### config.mk
export PLATFORM = sky130hd
export DESIGN_NAME = load_store_unit
export DESIGN_NICKNAME = d
export VERILOG_FILES = /design/src/rtl/load_store_unit.sv
export SDC_FILE = /design/constraint.sdc
export NUM_CORES = 1
export LEC_CHECK = 0
export ABC_AREA = 1
export BUFFER_PORTS_ARGS = -buffer_cell sky130_fd_sc_hd__buf_4
export CAP_MARGIN = 15
export CORE_ASPECT_RATIO = 1.5
export CORE_MARGIN = 2
export CORE_UTILIZATION = 40
export DETAILED_ROUTE_END_ITERATION = 10
export HOLD_SLACK_MARGIN = 0.12
export PLACE_DENSITY_LB_ADDON = 0.2
export SETUP_SLACK_MARGIN = 0.2
export SKIP_LAST_GASP = 1
export SLEW_MARGIN = 20
export SYNTH_ARGS = -nofsm -noshare
export SYNTH_HDL_FRONTEND = slang
export SYNTH_SLANG_ARGS = --single-unit
### constraint.sdc
create_clock -name clk -period 2.96 [get_ports clk]
set_input_delay 0.444 -clock clk [delete_from_list [all_inputs] [get_ports clk]]
set_output_delay 0.444 -clock clk [all_outputs]
set_load 0.01 [all_outputs]
### src/rtl/load_store_unit.sv
// MEM-stage data-memory access unit: one request/ack bus transaction per load/store,
// byte-lane steering for stores, right-aligned load data for load_extender.
module load_store_unit #(
  parameter int unsigned TIMEOUT_W = 8
) (
  input  logic        clk,
  input  logic        rst,
  input  logic        req_valid_i,
  input  logic        req_write_i,
  input  logic [31:0] req_addr_i,
  input  logic [31:0] req_wdata_i,
  input  logic [1:0]  req_size_i,
  input  logic        req_sign_i,
  input  logic        flush_i,
  output logic        stall_o,
  output logic        dmem_req_o,
  output logic        dmem_we_o,
  output logic [31:0] dmem_addr_o,
  output logic [3:0]  dmem_be_o,
  output logic [31:0] dmem_wdata_o,
  input  logic        dmem_ack_i,
  input  logic [31:0] dmem_rdata_i,
  output logic        ld_valid_o,
  output logic [31:0] ld_data_o,
  output logic [1:0]  ld_size_o,
  output logic        ld_sign_o,
  output logic        misalign_o,
  output logic        fault_o,
  output logic [31:0] fault_addr_o
);

  typedef enum logic {IDLE, BUSY} state_t;

  localparam logic [TIMEOUT_W-1:0] CNT_MAX  = '1;
  localparam logic [TIMEOUT_W-1:0] CNT_LAST = CNT_MAX - TIMEOUT_W'(1);

  state_t               state_q, state_d;
  logic [TIMEOUT_W-1:0] cnt_q;
  logic                 kill_q;
  logic [1:0]           op_off_q;
  logic [1:0]           op_size_q;
  logic                 op_sign_q;

  logic        misaligned;
  logic        accept;
  logic        reject;
  logic        done;
  logic        timeout;
  logic        ld_done;
  logic [3:0]  be_c;
  logic [31:0] wdata_c;
  logic [31:0] rdata_aligned;

  always_comb begin
    misaligned = 1'b0;
    be_c       = 4'b1111;
    wdata_c    = req_wdata_i;
    unique case (req_size_i)
      2'b00: begin
        be_c    = 4'b0001 << req_addr_i[1:0];
        wdata_c = {4{req_wdata_i[7:0]}};
      end
      2'b01: begin
        misaligned = req_addr_i[0];
        be_c       = 4'b0011 << req_addr_i[1:0];
        wdata_c    = {2{req_wdata_i[15:0]}};
      end
      2'b10: misaligned = |req_addr_i[1:0];
      default: misaligned = 1'b1;
    endcase
  end

  // Terminal count is checked one step early so the fault lands after exactly
  // 2**TIMEOUT_W-1 unacknowledged BUSY cycles; an ack in that cycle still wins.
  always_comb begin
    state_d = state_q;
    accept  = 1'b0;
    reject  = 1'b0;
    done    = 1'b0;
    timeout = 1'b0;
    stall_o = 1'b0;
    unique case (state_q)
      IDLE: begin
        if (req_valid_i && !flush_i) begin
          if (misaligned) begin
            reject = 1'b1;
          end else begin
            accept  = 1'b1;
            stall_o = 1'b1;
            state_d = BUSY;
          end
        end
      end
      BUSY: begin
        stall_o = !dmem_ack_i;
        if (dmem_ack_i) begin
          done    = 1'b1;
          state_d = IDLE;
        end else if (cnt_q == CNT_LAST) begin
          timeout = 1'b1;
          state_d = IDLE;
        end
      end
      default: state_d = IDLE;
    endcase
  end

  assign ld_done       = done && !dmem_we_o && !kill_q && !flush_i;
  assign rdata_aligned = dmem_rdata_i >> {op_off_q, 3'b000};

  always_ff @(posedge clk) begin
    if (rst) state_q <= IDLE;
    else     state_q <= state_d;
  end

  always_ff @(posedge clk) begin
    if (rst) begin
      cnt_q        <= '0;
      kill_q       <= 1'b0;
      op_off_q     <= '0;
      op_size_q    <= '0;
      op_sign_q    <= 1'b0;
      dmem_req_o   <= 1'b0;
      dmem_we_o    <= 1'b0;
      dmem_addr_o  <= '0;
      dmem_be_o    <= '0;
      dmem_wdata_o <= '0;
      ld_valid_o   <= 1'b0;
      ld_data_o    <= '0;
      ld_size_o    <= '0;
      ld_sign_o    <= 1'b0;
      misalign_o   <= 1'b0;
      fault_o      <= 1'b0;
      fault_addr_o <= '0;
    end else begin
      ld_valid_o <= 1'b0;
      misalign_o <= 1'b0;
      fault_o    <= 1'b0;

      if (accept) begin
        dmem_req_o   <= 1'b1;
        dmem_we_o    <= req_write_i;
        dmem_addr_o  <= {req_addr_i[31:2], 2'b00};
        dmem_be_o    <= be_c;
        dmem_wdata_o <= wdata_c;
        op_off_q     <= req_addr_i[1:0];
        op_size_q    <= req_size_i;
        op_sign_q    <= req_sign_i;
        cnt_q        <= '0;
        kill_q       <= 1'b0;
      end

      if (reject) begin
        misalign_o   <= 1'b1;
        fault_addr_o <= req_addr_i;
      end

      if (state_q == BUSY) begin
        if (flush_i)     kill_q <= 1'b1;
        if (!dmem_ack_i) cnt_q  <= cnt_q + TIMEOUT_W'(1);
      end

      if (done) dmem_req_o <= 1'b0;

      if (timeout) begin
        dmem_req_o   <= 1'b0;
        fault_o      <= 1'b1;
        fault_addr_o <= {dmem_addr_o[31:2], op_off_q};
      end

      if (ld_done) begin
        ld_valid_o <= 1'b1;
        ld_data_o  <= rdata_aligned;
        ld_size_o  <= op_size_q;
        ld_sign_o  <= op_sign_q;
      end
    end
  end

endmodule
# [Word level (Yosys, flattened, before mapping)]
# Index checks and enable logic that the tools add are counted.
[classes] n_addsub=1 n_eq_ne=3 shift=3 muxes=29 bitwise_logic=1 n_reduce_logical=12
[ops] cell="$mux 32" n=2
[ops] cell="$pmux 32 s2" n=1
[ops] cell="$shr 32x5->32" n=1
[ops] cell="$mux 8" n=3
[ops] cell="$mux 1" n=19
[ops] cell="$add 8x1->8 const B" n=1
[ops] cell="$eq 8x8->1 const B" n=1
[ops] cell="$pmux 4 s2" n=1
[ops] cell="$logic_and 1x1->1" n=4
[ops] cell="$logic_not 1->1" n=4
[ops] cell="$pmux 1 s2" n=2
[ops] cell="$shl 1x2->4 const A" n=1
[ops] cell="$shl 2x2->4 const A" n=1
[ops] cell="$pmux 1 s3" n=1
[ops] cell="$reduce_or 3->1" n=1
[ops] cell="$eq 2x1->1 const B" n=1
[ops] cell="$eq 2x2->1 const B" n=1
[ops] cell="$logic_not 2->1" n=1
[ops] cell="$reduce_bool 2->1" n=1
[ops] cell="$reduce_or 2->1" n=1
[ops] cell="$not 1->1" n=1
[word_totals] ff_bits=153 in_bits=105 out_inout_bits=141 word_cells=67

# [Logic depth before layout (Yosys ltp)]
# Gate-level depths: netlist of run 1.
[depth] depth_word=8 depth_mapped=11 depth_no_buf=9

# [Worst setup path before layout of run 1]
# OpenSTA, ideal clock, no wires.
[synth_timing] kind="input to output" start="input flush_i" end="output stall_o" t_arrival_ns=1.267 t_required_ns=2.516 path_slack_ns=1.249 cell_stages=7 n_path_buf=2 cell_sequence="inv_2 -> nand2_1 -> nor2_1 -> nand3_1 -> buf_2 -> buf_4 -> nand2_1"
[synth_between] elab_chain_len=4
[synth_lines] element="from (decl)" line_no="14" source="input logic flush_i,"
[synth_lines] element="$logic_not 1->1" line_no="84" source="if (req_valid_i && !flush_i) begin"
[synth_lines] element="$logic_and 1x1->1" line_no="84"
[synth_lines] element="$mux 1" line_no="84"
[synth_lines] element="$pmux 1 s2" line_no="82" source="unique case (state_q)"
[synth_lines] element="to (decl)" line_no="15" source="output logic stall_o,"
# Every way passes these cells.

# [Worst setup path in the final report of run 1]
[layout_timing] start="register state_q" end="output stall_o"
[layout_between] elab_chain_len=2
[layout_lines] element="from (decl)" line_no="37" source="state_t state_q, state_d;"
[layout_lines] element="from (signal assigned)" line_no="113" source="else state_q <= state_d;"
[layout_lines] element="$not 1->1"
[layout_lines] element="$pmux 1 s2 (*)" line_no="82"
# Mark *: on every way between the ends. The rest lies on a longest branch, timed or not.

==> results of run 1 <==
==> registers in the layout (all words and copies together) (netlist names), 2 cells and up <==
name          cells
dmem_wdata_o     32
fault_addr_o     32
ld_data_o        32
dmem_addr_o      30
cnt_q             8
dmem_be_o         4
ld_size_o         2
op_off_q          2
op_size_q         2
==> path summary, 6_finish.rpt <==
check,endpoint
setup / recovery,stall_o
hold / removal,kill_q
setup reg to reg,fault_addr_o[19]
hold reg to reg,dmem_req_o
==> per-layer routing <==
| layer | routed length, um | share of wire, % |
|---|---|---|
| met1 | 9230 | 43 |
| met2 | 10500 | 48 |
| met5 | 0 | 0 |
| met3 | 1370 | 6.3 |
| met4 | 655 | 3.0 |
==> cells by family (layout without fill, tap and decap cells) <==
family / Yosys count / in the layout / share of synthesized area, %
AND/OR/NAND/NOR: 583 / 583 / 34.2
other: 1 / 2 / 0.0526
AO/OA/AOI/OAI: 180 / 180 / 12.8
buffers and inverters: 155 / 370 / 9.62
flip-flops: 153 / 153 / 43.0
adder cells (fa/ha/maj): 2 / 2 / 0.351
==> cells in the final DEF (no fill, tap or decap), types with 2 or more instances in the layout <==
cell type    n
a21oi_1    106
buf_4      262
bufinv_16    2
clkbuf_1     3
clkbuf_16   17
clkbuf_8     4
clkinv_2     3
conb_1       2
dfxtp_1    153
ha_1         2
inv_1       67
inv_2        9
nand2_1    347
nand2_2      2
nand3_1     66
nand4_1     34
nor2_1     107
nor2_4       3
nor3_1      14
o21ai_0     50
o21ai_1     20
or2_2        4
==> power by group through the flow <==
stage	clock network [W]	registers [W]	logic [W]
after global routing	0.00228	0.00219	0.000720
after CTS	0.00220	0.00218	0.000649
final	0.00216	0.00218	0.000644
after detailed placement	0	0.00222	0.000647
after global placement	0	0.00222	0.000644
after floorplan	0	0.00225	0.000306
==> stage by stage <==
| step | setup slack, ns | area, sq um |
|---|---|---|
| floorplan | 1.25 | 7130 |
| global placement | 0.859 | 8990 |
| detailed placement | 0.781 | 8990 |
| CTS | 0.654 | 9570 |
| global route | 0.555 | 9570 |
| finish | 0.705 | 9570 |
==> worst max-delay path, delay by kind of cell, from the launching register on <==
kind,cells,cell delay [ns]
flops,1,0.40
simple gates,2,0.22
buf+inv,4,0.76
==> layout make-up <==
type                    instances  area, sq um  area share, %
multi-input cells             767         3400           35.5
flip-flops and latches        153         3060           32.0
repair buffers                262         1970           20.6
clock buffers                  24          492           5.14
inverters                      77          289           3.02
well taps                     213          267           2.79
clock inverters                 7         91.3          0.954
==> results.md, run 1 <==
* Crit path cell chain: inv_2 > nor2_4 > buf_4 > inv_2 > nand2_1 > buf_4
* VDD IR max at 0.340 mV
* Synth Register Bits at 153
* Drt via density at 4.99
* Top post-synthesis cells by area: dfxtp_1 (43%), nand2_1 (18%), a21oi_1 (7.4%), nor2_1 (5.6%), nand3_1 (4.7%)
* Comb pwr share at 12.9%
* Final non-filler cell total at 1,503
* Crit-path max FO at 44
* Rel. slew slack at 44.5%
* Remaining DRCs at 15
* Layer with the highest usage: met2
* Clk slew on worst S/H paths at 0.06 ns
* Sw Ratio at 24.8%
* Fin. max-slew vios at 0
* Met2 usage at 38.0%
* Ys flop type: dfxtp_1
* Status: finished with violations
* CP Data Required Time at 2.52 ns
* Clk root buf: clkbuf_16
* Port buffer count at 243
* Met1 Use GR at 28.0%
* Critical Path AT at 1.81 ns
* Largest net degree at the start of global routing at 68
* Die Y at 167 um
* Iteration count of the initial detailed-routing pass at 8
* Synthesized netlist cell count at 1,074
* Initial Util at 40.9%
* # clock sinks at 153
* Syn_area_per_cell at 6.63 sq um
* Critical path type: reg -> out
* Drt wl/cell at 14.4 um
* Critical Path Source: state_q
* Drt total wl at 21,700 um
* NetSw at 0.00123 W
* H-Tree Depth at 4
* DP HPWL at 14,700 um
* Maximum root-to-sink buffer count at 2
* Fraction of registers with async set/reset at 0%
* Crit end category: primary output
* First-pass GRT wire length at 34,900 um
* FP Rows at 59
* Vias in the first global route at 6,935
* Slowest CP cell: buf_4
* Internal power at 0.00375 W
* Final Power at 0.00498 W
* Netlist cell types at 31
* Reg power frac at 43.7%
* Mapped Area at 0.00713 sq mm
* Clock skew at 0.00949 ns
* Antenna violations before repair at 0
* GR Util met3 at 5.10%
* TritonCTS clock tree: built
* Vias at 7,499
* Cts repair resizes at 0
* Setup_tns at 0 ns
* Hold WS at 0.288 ns
* Worst r2r src: cnt_q[0]
* # Post-CTS Setup Buffers at 0
* DIE WIDTH at 113 um
* Post-Place Cells at 1,472
* CTS buffer count at 17
* Top-count cell post-synth: nand2_1
* Power Dens Cells at 520 mW/mm^2
* RSZ-0062 raised after global routing: no
* Total GRT Usage at 22.6%
* Clk pwr share at 43.3%
* Min Tclk post-route at 2.26 ns
* Hold Path Depth at 3
* First DRT Iteration DRCs at 412
* Core ar. at 0.0174 sq mm
* Fillers at 1,773
* Setup-failing EPs final at 0
* Synth top area share at 43.0%
* Post-synth EDFFs at 0
* Ant diodes at 0
* Leakage at 4.58 nW
* Hold_sp: flush_i
* Least-Margin Pin Slew at 0.829 ns
* GPL Wtd Cong at 0.814
* Fmax at 0.443 GHz
* Sequential fraction of the synthesis area at 43.0%
* Share of layout cells above drive strength 1 at 24.2%
* Hold Path Class: in -> reg
* Cell count of the worst reg-to-reg path at 10
* Cell taking the most area after synthesis: dfxtp_1
* Final core area utilization at 54.9%
* Routed Antenna Nets at 0
* Failing checks: design-rule violations
* Flop2flop setup slack at 1.06 ns
* CP Launch Type: register
* GRT Residual Overflow at 0
* Commonest cells post-synth: nand2_1 (347), dfxtp_1 (153), nor2_1 (107)
* Fraction of the cycle the final worst path needs at 76.2%
* MaxCap Viol Count at 0
* Crit-path max cell delay at 0.43 ns
* Die area at 0.0189 sq mm
* Final hold violations at 0
* Area delta synth->final at 34.3%
* Yosys warns at 0
* Nets at 1,385
* Ports at 246
* Hold-fix buffers, CTS at 0
* Worst skew pair latency at 0.42 ns
Note: power is estimated with default switching activity, not from simulation.
==> run 2: changes to the inputs <==
clock period = 1.9 ns   (was 2.96 ns; I/O delays follow)
==> run 2 against run 1 <==
Effect of this change:
- the run still ends with design-rule violations left
- sequential power is 56% higher
- via count is 2.2% higher
- routed wire length is 2.9% higher
- first-iteration DRC count is 20% higher
- power is 56% higher
- die area stayed put
- clock skew is 0.0037 ns lower
- clock-buffer cell count is 3 lower
- final cell count is 2.0% higher
- register-to-register slack worse by 0.72 ns
- critical path type unchanged
- highest routed layer unchanged
==> results.md, run 2 (synthesized netlist as in run 1, its figures left out) <==
* Comb pwr share at 13.7%
* Fraction of the cycle the final worst path needs at 86.1%
* Worst skew pair latency at 0.42 ns
* Clk pwr share at 42.6%
* FF+latch area at 0.00307 sq mm
* Ports at 246
* Rel. slew slack at 64.8%
* NetSw at 0.00198 W
* Crit-path max FO at 5
* Power Dens Cells at 781 mW/mm^2
* Sw Ratio at 25.5%
* Least-Margin Pin Slew at 0.524 ns
* Port buffer count at 243
* Remaining DRCs at 15
* Reg power frac at 43.7%
* Crit end category: primary output
* Share of layout cells above drive strength 1 at 25.2%
* # clock sinks at 153
* Clk slew on worst S/H paths at 0.06 ns
* Vias at 7,664
* Most frequent cells in the layout: nand2_1 (346), buf_4 (269), dfxtp_1 (152)
* Internal power at 0.00579 W
* Area delta synth->final at 39.7%
* Drt wl/cell at 14.6 um
* Clock skew at 0.00576 ns
* Final hold violations at 0
* Die Y at 167 um
* Routed Antenna Nets at 0
* Fmax at 0.612 GHz
* MaxCap Viol Count at 0
* Initial Util at 40.9%
* Fillers at 1,712
* TritonCTS clock tree: built
* Die area at 0.0189 sq mm
* GRT Residual Overflow at 0
* CTS buffer count at 17
* Setup-failing EPs final at 0
* Vias in the first global route at 6,869
* FP Rows at 59
* Critical path type: reg -> out
* Core ar. at 0.0174 sq mm
* Largest net degree at the start of global routing at 57
* Maximum root-to-sink buffer count at 2
* Drt total wl at 22,300 um
* Most common cell after layout, fill and taps aside: nand2_1
* Multi-input gate area at 0.00342 sq mm
* Status: finished with violations
* VDD IR max at 0.526 mV
* Largest regs: dmem_wdata_o: 32 flops, fault_addr_o: 32 flops, ld_data_o: 32 flops
* Drt via density at 5.00
* First-pass GRT wire length at 35,000 um
* Nets at 1,414
* Total GRT Usage at 22.8%
* DIE WIDTH at 113 um
* CP Launch Type: register
* CP Data Required Time at 1.62 ns
* Setup_tns at 0 ns
* Critical Path AT at 1.35 ns
* Leakage at 4.74 nW
* Failing checks: design-rule violations
* H-Tree Depth at 4
* Final core area utilization at 57.1%
* DP HPWL at 14,800 um
* Min Tclk post-route at 1.64 ns
* Clk root buf: clkbuf_16
* Iteration count of the initial detailed-routing pass at 8
* GPL Wtd Cong at 0.867
* Fin. max-slew vios at 0
* Hold Path Class: in -> reg
* RSZ-0062 raised after global routing: no
* Antenna violations before repair at 0
* Ant diodes at 0
* First DRT Iteration DRCs at 494
run 2: cell count changes in the layout (fill, tap and decap cells not counted), moves of 3 or more:
| cell | previous run | this run |
|---|---|---|
| buf_12 | 0 | 6 |
| buf_4 | 262 | 269 |
| clkbuf_8 | 4 | 1 |
| clkinvlp_4 | 1 | 4 |
| dlygate4sd3_1 | 0 | 13 |
run 2: timing repair:
item / 4_1_cts / 5_1_grt
gates resized for setup: 6 / 5
buffers inserted: 1 / 2
hold endpoints to repair: 13 / 0
cloned: 1 / 1
hold buffers: 13 / 0
setup endpoints to repair: 1 / 16
pin swaps: 1 / 0
run 2: layout make-up:
| type | instances | share of cell area [%] |
|---|---|---|
| repair buffers | 291 | 23.5 |
| inverters | 77 | 2.92 |
| well taps | 213 | 2.68 |
| flip-flops and latches | 153 | 30.8 |
| multi-input cells | 767 | 34.3 |
| clock buffers | 21 | 4.53 |
| clock inverters | 11 | 1.23 |
run 2: final timing paths:
check | cells after the start | slack, ns | endpoint | start
max reg2reg | 10 | 0.34 | fault_addr_o[15] | cnt_q[0]
min | 3 | 0.13 | dmem_addr_o[20] | req_addr_i[20]
min reg2reg | 2 | 0.44 | dmem_req_o | dmem_req_o
max | 6 | 0.26 | stall_o | state_q
run 2: per-layer routing:
| layer | track usage, % | vias to the layer above | wire [um] |
|---|---|---|---|
| met1 | 29.0 | 3470 | 9300 |
| met2 | 37.5 | 244 | 11000 |
| met5 | 0 | - | 0 |
| li1 | - | 3910 | - |
| met3 | 5.14 | 40 | 1450 |
| met4 | 8.85 | 0 | 628 |
run 2: power by group through the flow:
stage / clock [W] / combinational (W) / sequential (W)
after floorplan: 0 / 0.000477 / 0.00350
after CTS: 0.00338 / 0.00107 / 0.00339
final: 0.00331 / 0.00107 / 0.00339
after global routing: 0.00351 / 0.00118 / 0.00341
after detailed placement: 0 / 0.00104 / 0.00346
after global placement: 0 / 0.00103 / 0.00346
run 2: critical path, cell delays in order (launching register included):
cell	delay, ns
dfxtp_4	0.38
inv_2	0.05
nor2_4	0.13
buf_12	0.11
inv_2	0.05
nand2_2	0.09
buf_4	0.13
run 2: stage by stage:
stage               hold WS, ns  worst slack, ns  area [sq um]  total power [W]  cells
floorplan                 0.428            0.445          7130          0.00398   1075
global placement          0.436            0.329          9130          0.00449   1483
detailed placement        0.435            0.284          9130          0.00450   1483
CTS                       0.120            0.203          9890          0.00784   1530
global route              0.121            0.208          9950          0.00810   1533
finish                    0.133            0.265          9950          0.00777   1533
